[src/rtl/binary_multiplier_if.sv]
// Operand and result bundle for the iterative shift-and-add multiplier.
interface binary_multiplier_if #(
    parameter int WIDTH = 4
);
    logic [WIDTH-1:0]   input1;
    logic [WIDTH-1:0]   input2;
    logic [2*WIDTH-1:0] result;
    logic               valid;

    modport master (
        output input1,
        output input2,
        input  result,
        input  valid
    );

    modport slave (
        input  input1,
        input  input2,
        output result,
        output valid
    );
endinterface

[src/rtl/binary_multiplier.sv]
// Free-running shift-and-add unsigned multiplier: LOAD, WIDTH x CALC, DONE.
// The registered result updates once per WIDTH+2 cycles, with a one-cycle valid pulse.
module binary_multiplier #(
    parameter int WIDTH = 4
) (
    input  logic               clk,
    input  logic               rst_n,
    binary_multiplier_if.slave bus
);
    localparam int RW = 2 * WIDTH;
    localparam int CW = $clog2(WIDTH);
    localparam logic [CW-1:0] LAST = CW'(WIDTH - 1);

    typedef enum logic [1:0] {
        LOAD = 2'd0,
        CALC = 2'd1,
        DONE = 2'd2
    } state_t;

    state_t           state_q;
    logic [RW-1:0]    m_q;
    logic [WIDTH-1:0] b_q;
    logic [RW-1:0]    p_q;
    logic [CW-1:0]    count_q;
    logic [RW-1:0]    result_q;
    logic             valid_q;
    logic [RW-1:0]    p_d;

    // Partial product cannot overflow: (2^W-1)^2 < 2^(2W).
    assign p_d = b_q[0] ? (p_q + m_q) : p_q;

    always_ff @(posedge clk or negedge rst_n) begin
        if (!rst_n) begin
            state_q  <= LOAD;
            m_q      <= '0;
            b_q      <= '0;
            p_q      <= '0;
            count_q  <= '0;
            result_q <= '0;
            valid_q  <= 1'b0;
        end else begin
            case (state_q)
                LOAD: begin
                    m_q     <= RW'(bus.input1);
                    b_q     <= bus.input2;
                    p_q     <= '0;
                    count_q <= '0;
                    valid_q <= 1'b0;
                    state_q <= CALC;
                end
                CALC: begin
                    p_q     <= p_d;
                    m_q     <= m_q << 1;
                    b_q     <= b_q >> 1;
                    count_q <= count_q + 1'b1;
                    valid_q <= 1'b0;
                    if (count_q == LAST) begin
                        state_q <= DONE;
                    end
                end
                DONE: begin
                    result_q <= p_q;
                    valid_q  <= 1'b1;
                    state_q  <= LOAD;
                end
                default: begin
                    valid_q <= 1'b0;
                    state_q <= LOAD;
                end
            endcase
        end
    end

    assign bus.result = result_q;
    assign bus.valid  = valid_q;
endmodule

[src/flat_wrapper.sv]
// flat-port wrapper written by rule: the top's interface ports become plain ports
module binary_multiplier_flat 
#(
    parameter int WIDTH = 4
)
  (clk, rst_n, bus_input1, bus_input2, bus_result, bus_valid);
  binary_multiplier_if #(.WIDTH(WIDTH)) bus_i ();
  input  logic clk;
  input  logic rst_n;
  input wire logic [$bits(bus_i.input1)-1:0] bus_input1;
  input wire logic [$bits(bus_i.input2)-1:0] bus_input2;
  output wire logic [$bits(bus_i.result)-1:0] bus_result;
  output wire logic [$bits(bus_i.valid)-1:0] bus_valid;
  assign bus_i.input1 = bus_input1;
  assign bus_i.input2 = bus_input2;
  assign bus_result = bus_i.result;
  assign bus_valid = bus_i.valid;
  binary_multiplier #(.WIDTH(WIDTH)) u_core (.clk(clk), .rst_n(rst_n), .bus(bus_i));
endmodule
[config.mk]
export PLATFORM = sky130hd
export DESIGN_NAME = binary_multiplier_flat
export DESIGN_NICKNAME = d
export VERILOG_FILES = /design/src/rtl/binary_multiplier_if.sv /design/src/rtl/binary_multiplier.sv /design/src/flat_wrapper.sv
export SDC_FILE = /design/constraint.sdc
export NUM_CORES = 1
export LEC_CHECK = 0
export CAP_MARGIN = 20
export CORE_ASPECT_RATIO = 1.2
export CORE_MARGIN = 10
export CORE_UTILIZATION = 40
export DETAILED_ROUTE_END_ITERATION = 6
export PLACE_DENSITY_LB_ADDON = 0.1
export SETUP_SLACK_MARGIN = 0.02
export SLEW_MARGIN = 20
export SYNTH_ARGS = -nofsm -noshare
export SYNTH_HDL_FRONTEND = slang
export SYNTH_SLANG_ARGS = --single-unit
export TNS_END_PERCENT = 5
[constraint.sdc]
create_clock -name clk -period 6.2 [get_ports clk]
set_input_delay 1.55 -clock clk [delete_from_list [all_inputs] [get_ports clk]]
set_output_delay 1.55 -clock clk [all_outputs]
set_load 0.05 [all_outputs]
==> results.yml, run 1 <==
global_routing:
  antenna_found_initial: 0
  grt_max_degree: 38
  grt.total_usage: 0.0993
  grt_pass1_vias: 1259
  grt_remaining_overflow: 0
  grt_pass1_wl_um: 5860
synth:
  synth_top_cell_area_share: 0.481
  yosysUniqueCellTypes: 38
  synthArstFlopShare: 1.00
  yosysSeqAreaShare: 0.481
  synth_edf_count: 0
  avgSynthCellArea_sq_um: 11.1
  syn_inst: 154
  netlist_top_cells_count: "dfrtp_1 (33), nand2_1 (15), a22o_1 (11)"
  ys.flop_type: "dfrtp_1"
  syn-num-nets: 173
  synth_area_leaders: "dfrtp_1 (48%), ha_1 (5.8%), a22o_1 (5.6%)"
  yosysWarningCount: 0
  yosysMostFrequentCell: "dfrtp_1"
  yosysTopAreaCell: "dfrtp_1"
  netlist_area_sq_mm: 0.00172
  synth-seq-cells: 33
timing:
  hold_viol_final: 0
  setup-tns-final_ns: 0
  layout_setup_ws_ns: 3.21
  drv_slew: 0
  period_minus_slack_ns: 2.99
  fin_skew_ns: 0.00636
  max_slew.worst_pin.slew_ns: 0.941
  rsz0062_at_grt: "false"
  timing.final.crit_share: 0.482
  slew-limit-headroom: 0.371
  max_clock_freq_mhz: 335
  setup_viol: 0
outcome:
  outcome: "finished, final reports clean"
clock_network:
  cts-resized-gates: 0
  clk_path_buf_depth: 2
  ctsHtreeMaxLevel: 2
  cts_buffers: 5
  clkTransAtPathRegs_ns: 0.07
  clock-sinks: 33
  cts_setup_buffers: 0
  cts_hold_buf: 0
  cts_root_buf: "clkbuf_8"
  cts_tree: "done"
  clock_latency_ns: 0.28
placement:
  post-dp-hpwl_um: 2360
  place_inst: 222
  placed_cell_area_sq_mm: 0.00192
  post-place-ws_ns: 3.50
  gp_congestion: 0.716
  port_buffers: 18
pwr:
  power_per_cell_area_mw_per_mm2: 229
  vdd.ir_drop.worst_mv: 0.0980
  power_leakage_nw: 0.940
drt:
  wl_um: 3370
  wl_per_cell_um: 14.7
  route.detailed.drc: 0
  vias: 1193
  antenna_left: 0
  viasPerCell: 5.21
  firstDrtPassIters: 4
  drtIter0Drc: 58
worst_setup_path:
  cp.required_ns: 4.65
  cp_max_fo: 2
  path_cells: "clkdlybuf4s50_1"
  worst_setup_path_end_kind: "output pin"
  cp-start-kind: "register"
  arrival_ns: 1.44
  cpMaxStageDelayCell: "clkdlybuf4s50_1"
  critPathKind: "reg2out"
  cp_slowest_stage_delay_ns: 0.81
  path_buf_inv: 1
  critPathTopFamily: "buffers and inverters"
layout:
  fin_cells: 229
  final_nets: 192
  n_antenna_cell: 0
  drive_above_1_share: 0.0925
  area_growth_pct: 17.1
  design_area_sq_mm: 0.00201
floorplanning:
  die_h_um: 91.8
  core_area_sq_mm: 0.00420
  start_util: 0.409
  row_count: 26
  io_pins: 19
  dieArea_sq_mm: 0.00732
  die_w_um: 79.8
flow_run:
  max_cap_viol_count: 0
min_path:
  hold_path_class: "reg2reg"
-- routing by layer --
| layer | track usage | part of all wire | up-vias |
|---|---|---|---|
| li1 | - | - | 595 |
| met1 | 0.109 | 0.43 | 580 |
| met2 | 0.172 | 0.51 | 16 |
| met3 | 0.0244 | 0.056 | 2 |
| met4 | 0.0485 | 0.0077 | 0 |
| met5 | 0 | 0 | - |
-- state kept, by name, summed over array words and instances, names as in the netlist --
register / count
u_core.bus.valid: 1
u_core.b_q: 4
u_core.state_q: 2
u_core.bus.result: 8
u_core.count_q: 2
u_core.p_q: 8
u_core.m_q: 8
-- placed cells by master (no fill, tap or decap) --
| cell type | count |
|---|---|
| a22o_1 | 11 |
| clkdlybuf4s50_1 | 18 |
| nand2_1 | 15 |
| inv_1 | 6 |
| o21ai_0 | 7 |
| a211oi_1 | 3 |
| buf_4 | 2 |
| ha_1 | 8 |
| o22ai_1 | 2 |
| o21bai_1 | 2 |
| nor2b_1 | 4 |
| o32ai_1 | 1 |
| nor2_1 | 3 |
| or3_1 | 1 |
| nand2b_1 | 3 |
| a21o_1 | 2 |
| nand3b_1 | 3 |
| clkbuf_1 | 1 |
| a211oi_2 | 1 |
| fa_1 | 1 |
| a311o_1 | 1 |
| dfrtp_1 | 33 |
| nand3_1 | 3 |
| mux2i_1 | 6 |
| nor3_1 | 1 |
| o21ai_1 | 9 |
| and2b_1 | 1 |
| mux2_2 | 4 |
| a221o_1 | 1 |
| clkbuf_8 | 6 |
| nor3b_2 | 1 |
| xnor2_1 | 1 |
| and2_4 | 1 |
| o2111ai_1 | 1 |
| o211ai_2 | 1 |
| mux2_1 | 6 |
| a21oi_1 | 3 |
-- cell families after synthesis --
logic type                 Yosys count  synth area share
buffers and inverters               14            0.0474
xor gates and xnor gates             1           0.00510
adders and majority gates            9            0.0700
muxes                               16             0.101
DFF                                 33             0.481
and+or+nand+nor                     36             0.110
AOI/OAI and AO/OA                   45             0.186
-- final cells by class --
class	count	area (sq um)
inverters	6	22.5
well taps	56	70.1
flip-flops and latches	33	826
fillers	392	2190
multi-input cells	107	810
repair buffers	20	195
clock buffers	7	86.3
-- per-stage QoR --
stage	utilization	total power, mW	hold WS (ns)
after detailed placement	0.458	0.306	0.475
after CTS	0.479	0.468	0.489
final	0.479	0.460	0.487
after floorplan	-	0.276	0.452
after global routing	0.479	0.483	0.508
after global placement	0.458	0.305	0.467
-- final timing paths --
| check | cells after the start | slack [ns] | endpoint | from |
|---|---|---|---|---|
| worst min-delay path | 1 | 0.49 | u_core.bus.result[3] | u_core.bus.result[3] |
| max in group asynchronous | 2 | 4.22 | u_core.count_q[1] | rst_n |
| min in group asynchronous | 2 | 1.68 | u_core.p_q[2] | rst_n |
| worst max-delay path | 1 | 3.21 | bus_result[5] | u_core.bus.result[5] |
| worst max register to register | 7 | 4.03 | u_core.p_q[6] | u_core.p_q[0] |
| worst min register to register | 1 | 0.49 | u_core.bus.result[3] | u_core.bus.result[3] |
-- where the power goes --
group	total [mW]	switching [mW]	internal, mW
clock	0.159	0.0714	0.0880
sequential	0.232	0.00644	0.226
combinational	0.0689	0.0419	0.0270
No activity file was read; power rests on OpenSTA's default activity.
==> run 2, diff against run 1 <==
clock period = 3 ns   (was 6.2 ns; I/O delays follow)
==> results.yml, run 2 (synthesized netlist as in run 1, its figures left out) <==
outcome:
  outcome: "finished, final reports clean"
drt:
  met1Wirelength_um: 1530
  wl_um: 3520
  met2_length_um: 1780
  wl_per_cell_um: 15.2
  viasPerCell: 5.30
  routed.top_layer: "met4"
  drtIter0Drc: 68
  vias: 1230
  firstDrtPassIters: 4
  met3_wirelength_um: 173
  antenna_left: 0
  route.detailed.drc: 0
worst_setup_path:
  critPathTopFamily: "buffers and inverters"
  path_buf_inv: 1
  worst_setup_path_end_kind: "output pin"
  cp_slowest_stage_delay_ns: 0.80
  cpMaxStageDelayCell: "clkdlybuf4s50_1"
  critPathKind: "reg2out"
  arrival_ns: 1.43
  cp-start-kind: "register"
  path_cells: "clkdlybuf4s50_1"
  cp_max_fo: 2
  ff2ff_setup_slack_ns: 0.86
  cp.required_ns: 2.25
global_routing:
  grt.total_usage: 0.102
  grt_pass1_vias: 1269
  grt_max_degree: 37
  grt_remaining_overflow: 0
  antenna_found_initial: 0
  grt_pass1_wl_um: 5940
layout:
  fin_cells: 232
  fillers: 398
  final_nets: 194
  area_growth_pct: 19.7
  n_antenna_cell: 0
  final_common_cell: "dfrtp_1"
  final_cell_mix: "dfrtp_1 (33), clkdlybuf4s50_1 (18), nand2_1 (15), a22o_1 (11), o21ai_1 (9)"
  final_core_util: 0.490
  design_area_sq_mm: 0.00205
  drive_above_1_share: 0.108
  multi_input_area_sq_um: 810
  seq_area_sq_um: 826
pwr:
  power_per_cell_area_mw_per_mm2: 508
  comb_power_share: 0.136
  vdd.ir_drop.worst_mv: 0.228
  p_int_uw: 793
  power_leakage_nw: 0.964
  fin_total_pwr_mw: 1.04
  clkPwrFrac: 0.404
  p_sw_uw: 251
  switching_share: 0.241
  p_seq_frac: 0.460
floorplanning:
  row_count: 26
  die_h_um: 91.8
  die_w_um: 79.8
  dieArea_sq_mm: 0.00732
  start_util: 0.409
  io_pins: 19
  core_area_sq_mm: 0.00420
flow_run:
  max_cap_viol_count: 0
timing:
  setup_viol: 0
  period_minus_slack_ns: 2.18
  timing.final.crit_share: 0.726
  max_slew.worst_pin.slew_ns: 0.552
  drv_slew: 0
  slew-limit-headroom: 0.631
  max_clock_freq_mhz: 459
  rsz0062_at_grt: "false"
  fin_skew_ns: 0.00478
  setup-tns-final_ns: 0
  hold_viol_final: 0
clock_network:
  cts_buffers: 5
  clock-sinks: 33
  cts_hold_buf: 0
  cts_setup_buffers: 0
  cts_tree: "done"
  clk_path_buf_depth: 2
  cts-resized-gates: 0
  clock_latency_ns: 0.28
  ctsHtreeMaxLevel: 2
  cts_root_buf: "clkbuf_8"
  clkTransAtPathRegs_ns: 0.06
placement:
  placed_cell_area_sq_mm: 0.00194
  port_buffers: 18
  post-dp-hpwl_um: 2480
  gp_congestion: 0.799
  place_inst: 224
min_path:
  hold_path_class: "reg2reg"
==> run 2: cell types whose count changed in the layout (fill, tap and decap cells not counted), sizes merged <==
cell and change:
buf +2, bufinv +1
==> run 2: per-layer routing <==
metal	vias up	GRT usage
li1	598	-
met1	610	0.118
met2	20	0.167
met3	2	0.0322
met4	0	0.0485
met5	-	0
==> run 2: power by group through the flow <==
| stage | combinational [mW] | clock, mW | sequential, mW |
|---|---|---|---|
| 3_5_place_dp | 0.145 | 0 | 0.489 |
| 4_1_cts | 0.145 | 0.440 | 0.480 |
| 3_3_place_gp | 0.144 | 0 | 0.488 |
| 2_1_floorplan | 0.0305 | 0 | 0.541 |
| 6_report | 0.142 | 0.421 | 0.480 |
| 5_1_grt | 0.151 | 0.456 | 0.483 |
==> run 2: cell type report <==
| cell class | instances | area share |
|---|---|---|
| inverter | 6 | 0.0110 |
| tap | 56 | 0.0341 |
| clock buffer | 7 | 0.0420 |
| multi-input combinational | 107 | 0.394 |
| timing repair buffer | 22 | 0.102 |
| clock inverter | 1 | 0.0146 |
| sequential | 33 | 0.402 |
==> run 2: through the flow <==
stage          hold slack (ns)  setup slack [ns]
2_1_floorplan            0.452             0.993
3_3_place_gp             0.469             0.922
3_5_place_dp             0.477             0.847
4_1_cts                  0.491             0.796
5_1_grt                  0.523             0.765
6_report                 0.487             0.822
==> run 2: path summary, 6_finish.rpt <==
| path | endpoint | start | depth (start not counted) |
|---|---|---|---|
| min reg2reg | u_core.bus.result[3] | u_core.bus.result[3] | 1 |
| max in group asynchronous | u_core.m_q[0] | rst_n | 2 |
| min in group asynchronous | u_core.m_q[1] | rst_n | 2 |
| max reg2reg | u_core.p_q[6] | u_core.p_q[0] | 7 |
| max | bus_result[5] | u_core.bus.result[5] | 1 |
| min | u_core.bus.result[3] | u_core.bus.result[3] | 1 |
==> run 3, diff against run 2 <==
clock period = 2.1 ns   (was 3 ns; I/O delays follow)
==> results.yml, run 3 (synthesized netlist as in run 1, its figures left out) <==
worst_setup_path:
  ff2ff_setup_slack_ns: 0.06
  cp_max_fo: 2
  critPathKind: "reg2reg"
  arrival_ns: 2.25
  rr_worst_depth: 6
  worst_setup_path_end_kind: "register"
  rr_endpoint: "u_core.p_q[7]"
  cp.required_ns: 2.31
  cp-start-kind: "register"
  regToRegStartpoint: "u_core.p_q[4]"
timing:
  timing.final.crit_share: 0.971
  setup_viol: 0
  slew-limit-headroom: 0.659
  setup-tns-final_ns: 0
  period_minus_slack_ns: 2.04
  drv_slew: 0
  max_slew.worst_pin.slew_ns: 0.511
  max_clock_freq_mhz: 490
  fin_skew_ns: 0.00863
  whs_ns: 0.481
  rsz0062_at_grt: "true"
  hold_viol_final: 0
pwr:
  p_int_mw: 1.01
  switching_share: 0.261
  power_per_cell_area_mw_per_mm2: 636
  comb_power_share: 0.152
  p_seq_frac: 0.502
  p_sw_uw: 355
  vdd.ir_drop.worst_mv: 0.314
  power_leakage_nw: 1.01
  clkPwrFrac: 0.347
floorplanning:
  row_count: 26
  io_pins: 19
  die_w_um: 79.8
  start_util: 0.409
  dieArea_sq_mm: 0.00732
  core_area_sq_mm: 0.00420
  die_h_um: 91.8
clock_network:
  clock-sinks: 33
  clkTransAtPathRegs_ns: 0.07
  clk_path_buf_depth: 2
  cts_hold_buf: 0
  ctsHtreeMaxLevel: 2
  cts_buffers: 5
  clock_latency_ns: 0.29
  cts_tree: "done"
  cts_root_buf: "clkbuf_8"
global_routing:
  grt.total_usage: 0.101
  antenna_found_initial: 0
  grt_max_degree: 34
  grt_pass1_vias: 1204
  grt_pass1_wl_um: 5880
  grt_remaining_overflow: 0
layout:
  fillers: 380
  n_antenna_cell: 0
  final_nets: 205
  final_core_util: 0.511
  seq_area_sq_um: 827
  final_cell_mix: "dfrtp_1 (32), clkdlybuf4s50_1 (17), buf_4 (16), nand2_1 (15), a22o_1 (11)"
  multi_input_area_sq_um: 848
  area_growth_pct: 24.9
  drive_above_1_share: 0.194
  final_common_cell: "dfrtp_1"
placement:
  gp_congestion: 0.759
  port_buffers: 18
  post-dp-hpwl_um: 2450
min_path:
  min_to: "u_core.count_q[0]"
  hold_path_class: "reg2reg"
  hold_depth: 1
  min-delay-start: "u_core.count_q[0]"
drt:
  wl_um: 3530
  drtIter0Drc: 53
  route.detailed.drc: 0
  antenna_left: 0
  wl_per_cell_um: 14.6
  viasPerCell: 5.23
  vias: 1265
  firstDrtPassIters: 4
flow_run:
  max_cap_viol_count: 0
outcome:
  outcome: "finished, final reports clean"
==> run 3: changes by cell type in the layout (fill, tap and decap cells not counted), sizes merged <==
| cell | previous run | this run |
|---|---|---|
| buf | 4 | 16 |
| clkdlybuf4s50 | 18 | 17 |
| bufinv | 1 | 0 |
==> run 3: timing repair <==
| action | CTS | global route |
|---|---|---|
| buffers inserted | 0 | 1 |
| setup endpoints to repair | 1 | 3 |
| pin swaps | 0 | 1 |
| resized for setup | 1 | 5 |
==> run 3: worst max path at each step <==
stage / startpoint / end / slack (ns) / cells past startpoint
final: u_core.p_q[4] / u_core.p_q[7] / 0.06 / 6
after global routing: u_core.m_q[0] / u_core.p_q[6] / 0.01 / 7
after CTS: u_core.p_q[4] / u_core.p_q[7] / 0.06 / 6
after detailed placement: u_core.p_q[5] / u_core.p_q[7] / 0.02 / 6
after global placement: u_core.p_q[5] / u_core.p_q[7] / 0.06 / 6
after floorplan: u_core.p_q[4] / u_core.p_q[7] / 0.09 / 6
==> run 3: power groups by stage <==
stage	Combinational (mW)	Sequential, mW	Clock [mW]
after floorplan	0.0435	0.773	0
after global placement	0.209	0.695	0
after detailed placement	0.209	0.696	0
after CTS	0.210	0.684	0.490
after global routing	0.221	0.687	0.519
final	0.207	0.684	0.472
==> run 3: stage by stage <==
step	power (mW)	setup WS [ns]	std cells	cell area, sq um
2_1_floorplan	0.816	0.0931	154	1720
3_3_place_gp	0.904	0.0571	234	2010
3_5_place_dp	0.905	0.0241	234	2010
4_1_cts	1.38	0.0566	241	2110
5_1_grt	1.43	0.0143	242	2140
6_report	1.36	0.0607	242	2140
==> run 3: final cells by class <==
cell class / count / area share
Tap cell: 56 / 0.0327
Sequential cell: 33 / 0.386
Timing Repair Buffer: 33 / 0.135
Clock buffer: 7 / 0.0403
Inverter: 6 / 0.0105
Multi-Input combinational cell: 107 / 0.396
==> run 3: per-layer routing <==
metal,up-vias,track usage,part of all wire
li1,623,-,-
met1,613,0.120,0.45
met2,23,0.158,0.48
met3,6,0.0332,0.054
met4,0,0.0515,0.020
met5,-,0,0
==> run 3: worst max-delay path, stage by stage, from the launching register on <==
cell and delay, ns:
dfrtp_1 0.39, ha_1 0.31, and2_4 0.16, a221o_1 0.31, or3_4 0.40, a311o_1 0.33
o211ai_2 0.07
